[src/rtl/adder16_seq_if.sv]
// adder16_seq_if: operand and result handshakes for adder16_seq.
// The ovf signal exists only when ADDER16_OVF_EN is defined.
interface adder16_seq_if #(
  parameter int HALF_W = 8
);
  localparam int W = 2 * HALF_W;

  // Operand side
  logic         in_valid;
  logic         in_ready;
  logic [W-1:0] a;
  logic [W-1:0] b;
  logic         cin;

  // Result side
  logic         out_valid;
  logic         out_ready;
  logic [W-1:0] s;
  logic         cout;
`ifdef ADDER16_OVF_EN
  logic         ovf;
`endif

  // Driver of operands and consumer of results
  modport master (
    output in_valid, a, b, cin, out_ready,
    input  in_ready, out_valid, s, cout
`ifdef ADDER16_OVF_EN
    , input ovf
`endif
  );

  // The adder stage itself
  modport slave (
    input  in_valid, a, b, cin, out_ready,
    output in_ready, out_valid, s, cout
`ifdef ADDER16_OVF_EN
    , output ovf
`endif
  );
endinterface

[src/rtl/adder16_seq.sv]
// adder16_seq: 16-bit add performed in two passes through one HALF_W-bit
// slice (low byte, then high byte with the registered carry). Results are
// held until the consumer accepts them.
// Optional feature: define ADDER16_OVF_EN to add the signed-overflow flag.
module adder16_seq #(
  parameter int HALF_W = 8
) (
  input  logic          clk,
  input  logic          rst,
  adder16_seq_if.slave  bus
);
  localparam int W = 2 * HALF_W;

  typedef enum logic [1:0] {
    S_IDLE = 2'd0,
    S_LOW  = 2'd1,
    S_HIGH = 2'd2,
    S_DONE = 2'd3
  } state_t;

  state_t            r_state;
  state_t            w_next;

  logic [W-1:0]      r_a;
  logic [W-1:0]      r_b;
  logic              r_cin;
  logic [HALF_W-1:0] r_lo;
  logic              r_c8;
  logic [W-1:0]      r_s;
  logic              r_cout;

  logic [HALF_W-1:0] w_slice_a;
  logic [HALF_W-1:0] w_slice_b;
  logic              w_slice_c;
  logic [HALF_W:0]   w_slice_sum;
  logic              w_accept;

  assign w_accept = bus.in_valid && (r_state == S_IDLE);

  // State register; reset abandons any operation in flight
  always_ff @(posedge clk) begin
    // NOTE: sequential state uses non-blocking assignments so every
    // register samples pre-edge values regardless of block ordering.
    if (rst) r_state <= S_IDLE;
    else     r_state <= w_next;
  end

  // Next-state logic: fixed LOW->HIGH->DONE walk, waits in IDLE and DONE
  always_comb begin
    // NOTE: default first so no path leaves w_next unassigned (no latch).
    w_next = r_state;
    unique case (r_state)
      S_IDLE:  if (bus.in_valid)  w_next = S_LOW;
      S_LOW:                      w_next = S_HIGH;
      S_HIGH:                     w_next = S_DONE;
      S_DONE:  if (bus.out_ready) w_next = S_IDLE;
      default:                    w_next = S_IDLE;
    endcase
  end

  assign bus.in_ready  = (r_state == S_IDLE);
  assign bus.out_valid = (r_state == S_DONE);

  // Operand capture on the input handshake
  always_ff @(posedge clk) begin
    // NOTE: operand registers carry no reset; they are always loaded on
    // accept before the slice reads them, so reset would only cost area.
    if (w_accept && !rst) begin
      r_a   <= bus.a;
      r_b   <= bus.b;
      r_cin <= bus.cin;
    end
  end

  // Slice operand select: low halves in LOW, high halves in HIGH
  always_comb begin
    w_slice_a = r_a[HALF_W-1:0];
    w_slice_b = r_b[HALF_W-1:0];
    w_slice_c = r_cin;
    if (r_state == S_HIGH) begin
      w_slice_a = r_a[W-1:HALF_W];
      w_slice_b = r_b[W-1:HALF_W];
      w_slice_c = r_c8;
    end
  end

  // The single shared HALF_W-bit adder; bit HALF_W is its carry out
  assign w_slice_sum = {1'b0, w_slice_a} + {1'b0, w_slice_b}
                     + {{HALF_W{1'b0}}, w_slice_c};

  // Partial and final result registers
  always_ff @(posedge clk) begin
    if (rst) begin
      r_lo   <= '0;
      r_c8   <= 1'b0;
      r_s    <= '0;
      r_cout <= 1'b0;
    end else begin
      if (r_state == S_LOW) begin
        r_lo <= w_slice_sum[HALF_W-1:0];
        r_c8 <= w_slice_sum[HALF_W];
      end
      if (r_state == S_HIGH) begin
        r_s    <= {w_slice_sum[HALF_W-1:0], r_lo};
        r_cout <= w_slice_sum[HALF_W];
      end
    end
  end

  assign bus.s    = r_s;
  assign bus.cout = r_cout;

`ifdef ADDER16_OVF_EN
  logic r_ovf;
  logic w_ovf;

  // Signed overflow: like-signed operands giving a result of the other sign
  assign w_ovf = (r_a[W-1] == r_b[W-1]) && (w_slice_sum[HALF_W-1] != r_a[W-1]);

  // Overflow flag, loaded and held alongside s/cout
  always_ff @(posedge clk) begin
    if (rst)                    r_ovf <= 1'b0;
    else if (r_state == S_HIGH) r_ovf <= w_ovf;
  end

  assign bus.ovf = r_ovf;
`endif

endmodule
[src/flat_wrapper.sv]
// flat-port wrapper written by rule: the top's interface ports become plain ports
module adder16_seq_flat 
#(
  parameter int HALF_W = 8
)
  (clk, rst, bus_in_valid, bus_a, bus_b, bus_cin, bus_out_ready, bus_in_ready, bus_out_valid, bus_s, bus_cout);
  adder16_seq_if #(.HALF_W(HALF_W)) bus_i ();
  input  logic clk;
  input  logic rst;
  input wire logic [$bits(bus_i.in_valid)-1:0] bus_in_valid;
  input wire logic [$bits(bus_i.a)-1:0] bus_a;
  input wire logic [$bits(bus_i.b)-1:0] bus_b;
  input wire logic [$bits(bus_i.cin)-1:0] bus_cin;
  input wire logic [$bits(bus_i.out_ready)-1:0] bus_out_ready;
  output wire logic [$bits(bus_i.in_ready)-1:0] bus_in_ready;
  output wire logic [$bits(bus_i.out_valid)-1:0] bus_out_valid;
  output wire logic [$bits(bus_i.s)-1:0] bus_s;
  output wire logic [$bits(bus_i.cout)-1:0] bus_cout;
  assign bus_i.in_valid = bus_in_valid;
  assign bus_i.a = bus_a;
  assign bus_i.b = bus_b;
  assign bus_i.cin = bus_cin;
  assign bus_i.out_ready = bus_out_ready;
  assign bus_in_ready = bus_i.in_ready;
  assign bus_out_valid = bus_i.out_valid;
  assign bus_s = bus_i.s;
  assign bus_cout = bus_i.cout;
  adder16_seq #(.HALF_W(HALF_W)) u_core (.clk(clk), .rst(rst), .bus(bus_i));
endmodule
[config.mk]
export PLATFORM = sky130hd
export DESIGN_NAME = adder16_seq_flat
export DESIGN_NICKNAME = d
export VERILOG_FILES = /design/src/rtl/adder16_seq_if.sv /design/src/rtl/adder16_seq.sv /design/src/flat_wrapper.sv
export SDC_FILE = /design/constraint.sdc
export NUM_CORES = 1
export LEC_CHECK = 0
export CORE_MARGIN = 2
export CORE_UTILIZATION = 28
export DETAILED_ROUTE_END_ITERATION = 12
export DONT_BUFFER_PORTS = 1
export PLACE_DENSITY_LB_ADDON = 0.08
export SETUP_SLACK_MARGIN = 0.4
export SLEW_MARGIN = 20
export SYNTH_ARGS = -nofsm -noshare
export SYNTH_HDL_FRONTEND = slang
export SYNTH_SLANG_ARGS = --single-unit
[constraint.sdc]
create_clock -name clk -period 4.46 [get_ports clk]
set_clock_uncertainty 0.1 [all_clocks]
set_input_delay 1.338 -clock clk [delete_from_list [all_inputs] [get_ports clk]]
set_output_delay 1.338 -clock clk [all_outputs]
set_load 0.01 [all_outputs]
==> results.json <==
{
  "status": "finished clean",
  "holdBufCountCts": 0,
  "cts.sinks": 61,
  "synth_area_sq_um": 2710,
  "setup_tns_ns": 0,
  "wl_mm": 5.27,
  "finalCritPeriodShare": 0.688,
  "core_area_sq_um": 9330,
  "die-area_sq_um": 10500,
  "syn2layout_area_growth_pct": 10.5,
  "syn_area_per_cell_sq_um": 12.7,
  "port_buffers": 0,
  "synthCells": 214,
  "finalMaxSlewViolations": 0,
  "required_ns": 4.58,
  "clock_path_buffers": 2,
  "grt_max_degree": 34,
  "yosys_most_used_dff": "edfxtp_1",
  "grt_remaining_overflow": 0,
  "worstSkewPairLatency_ns": 0.33,
  "peakVddDrop_mv": 0.209,
  "clk_pin_slew_ns": 0.07,
  "io-pin-count": 56,
  "antenna_left": 0,
  "synth_nets": 264,
  "dr.pass1.iters": 4,
  "rsz0062_at_grt": "false",
  "finalWeightedCongestion": 0.673,
  "cts_setup_buffers": 0,
  "ys_seq_elements": 61,
  "finalPower_w": 0.00203,
  "start_util": 0.291,
  "post_cts_resized": 0,
  "grt_pass1_wl_mm": 8.56,
  "cts_tree": "built",
  "die_h_um": 102,
  "avgViaCountPerCell": 4.47,
  "slew_headroom": 0.419,
  "wl_per_cell_um": 15.1,
  "cp_max_fo": 26,
  "hold_viol": 0,
  "min_path_type": "reg -> reg",
  "finalSetupViolCount": 0,
  "synthArstFlopShare": 0,
  "max_freq_mhz": 326,
  "critPathLaunchType": "register",
  "route.detailed.drc": 0,
  "period_minus_slack_ns": 3.07,
  "leakage_nw": 1.03,
  "worst_pin_slew_ns": 0.870,
  "synth_edf_count": 33,
  "ys_warn_count": 0,
  "max-cap-violations": 0,
  "criticalPathCategory": "reg -> reg",
  "antenna_cells": 0,
  "vias": 1564,
  "yosys.cell_types.count": 41,
  "nets": 267,
  "grt.total_usage": 0.111,
  "die_x_um": 102,
  "clock-root-buffer": "clkbuf_8",
  "cts-htree-levels": 3,
  "pwr_density_cell_nw_per_um2": 677,
  "arrival_ns": 3.19,
  "end_kind": "register",
  "dpl.hpwl_mm": 3.77,
  "cts_buffers": 9,
  "grt_antenna_before_repair": 0,
  "drive_above_1_share": 0.172,
  "fillers": 935,
  "drtIter0Drc": 62,
  "placementRows": 35,
  "grt_pass1_vias": 1647,
  "ys_seq_area_frac": 0.572
}
## power breakdown
| group | internal, W | switching, W |
|---|---|---|
| logic | 0.000341 | 0.000471 |
| registers | 0.000731 | 0.0000860 |
| clock network | 0.000196 | 0.000201 |
| total | 0.00127 | 0.000758 |
## cells in the mapped netlist, drive strengths merged (5+ instances only)
library cell  count  area, sq um
edfxtp           33          991
nor2             24         90.1
mux2             14          158
nand2             9         33.8
dfxtp            28          561
buf               9         45.1
nor3              5         25.0
a211oi            6         45.0
mux2i            14          140
inv               9         33.8
ha               11          138
nand2b            7         43.8
## per-layer routing
metal / track usage / routed length (um)
met1: 0.145 / 2540
met5: 0 / 0
met4: 0.0492 / 79
met3: 0.0458 / 276
met2: 0.161 / 2380
## cell families after synthesis
family / Yosys count / synth area share
buffers and inverters: 18 / 0.0291
XOR/XNOR: 2 / 0.00646
AO/OA/AOI/OAI: 33 / 0.105
flip-flops: 61 / 0.572
AND/OR/NAND/NOR: 59 / 0.111
multiplexers: 28 / 0.110
adder cells (fa/ha/maj): 13 / 0.0656
## state kept, by name, indices dropped and copies added, names as in the netlist
register         count
u_core.r_a          16
u_core.r_state       2
u_core.r_b          16
u_core.r_c8          1
u_core.r_lo          8
u_core.bus.s        16
u_core.r_cin         1
u_core.bus.cout      1
## layout make-up
type	count	area, sq um	share of cell area
clock inverter	3	15.0	0.00501
tap	129	161	0.0539
sequential	61	1550	0.518
multi-input combinational	135	1090	0.364
clock buffer	12	135	0.0451
inverter	9	33.8	0.0113
timing repair buffer	1	7.51	0.00251
## per-stage QoR
stage	cells	utilization	cell area, sq um	hold slack (ns)	worst slack [ns]
final	350	0.321	2990	0.390	1.39
after detailed placement	335	0.305	2840	0.373	1.35
after global placement	335	0.305	2840	0.374	1.35
after CTS	350	0.321	2990	0.390	1.33
after floorplan	214	-	2710	0.325	0.816
after global routing	350	0.321	2990	0.405	1.16
## worst max-delay path, cell delays in order (launching register included)
cell and delay (ns):
dfxtp_1 0.34, inv_1 0.09, ha_2 0.42, buf_4 0.40, mux2_2 0.39, ha_1 0.37
a21oi_2 0.28, o221ai_2 0.15, xor2_1 0.19, a22o_1 0.21
## cells in the final DEF, fill, tap and decap left out, types with 2 or more instances in the layout
master	instances
edfxtp_1	33
dfxtp_1	28
nor2_1	23
mux2_2	14
mux2i_1	14
ha_1	10
inv_1	9
nand2_1	9
clkbuf_8	9
nand2b_1	7
a211oi_1	6
nor3_1	5
nand3_1	4
o32ai_1	4
a21oi_1	3
clkinv_2	3
clkbuf_1	3
a22o_1	2
o31ai_1	2
nor2b_1	2
o21ai_0	2
o21a_1	2
nor3b_1	2
o311ai_2	2
nand3b_1	2
a22oi_1	2
fa_1	2
## worst paths after layout
path	from	end	slack [ns]	cells past startpoint
setup / recovery	u_core.r_state[0]	u_core.bus.s[14]	1.39	9
hold reg to reg	u_core.r_lo[0]	u_core.r_lo[0]	0.39	2
hold / removal	u_core.r_lo[0]	u_core.r_lo[0]	0.39	2
setup reg to reg	u_core.r_state[0]	u_core.bus.s[14]	1.39	9
Power figures use the tool's default switching activity.
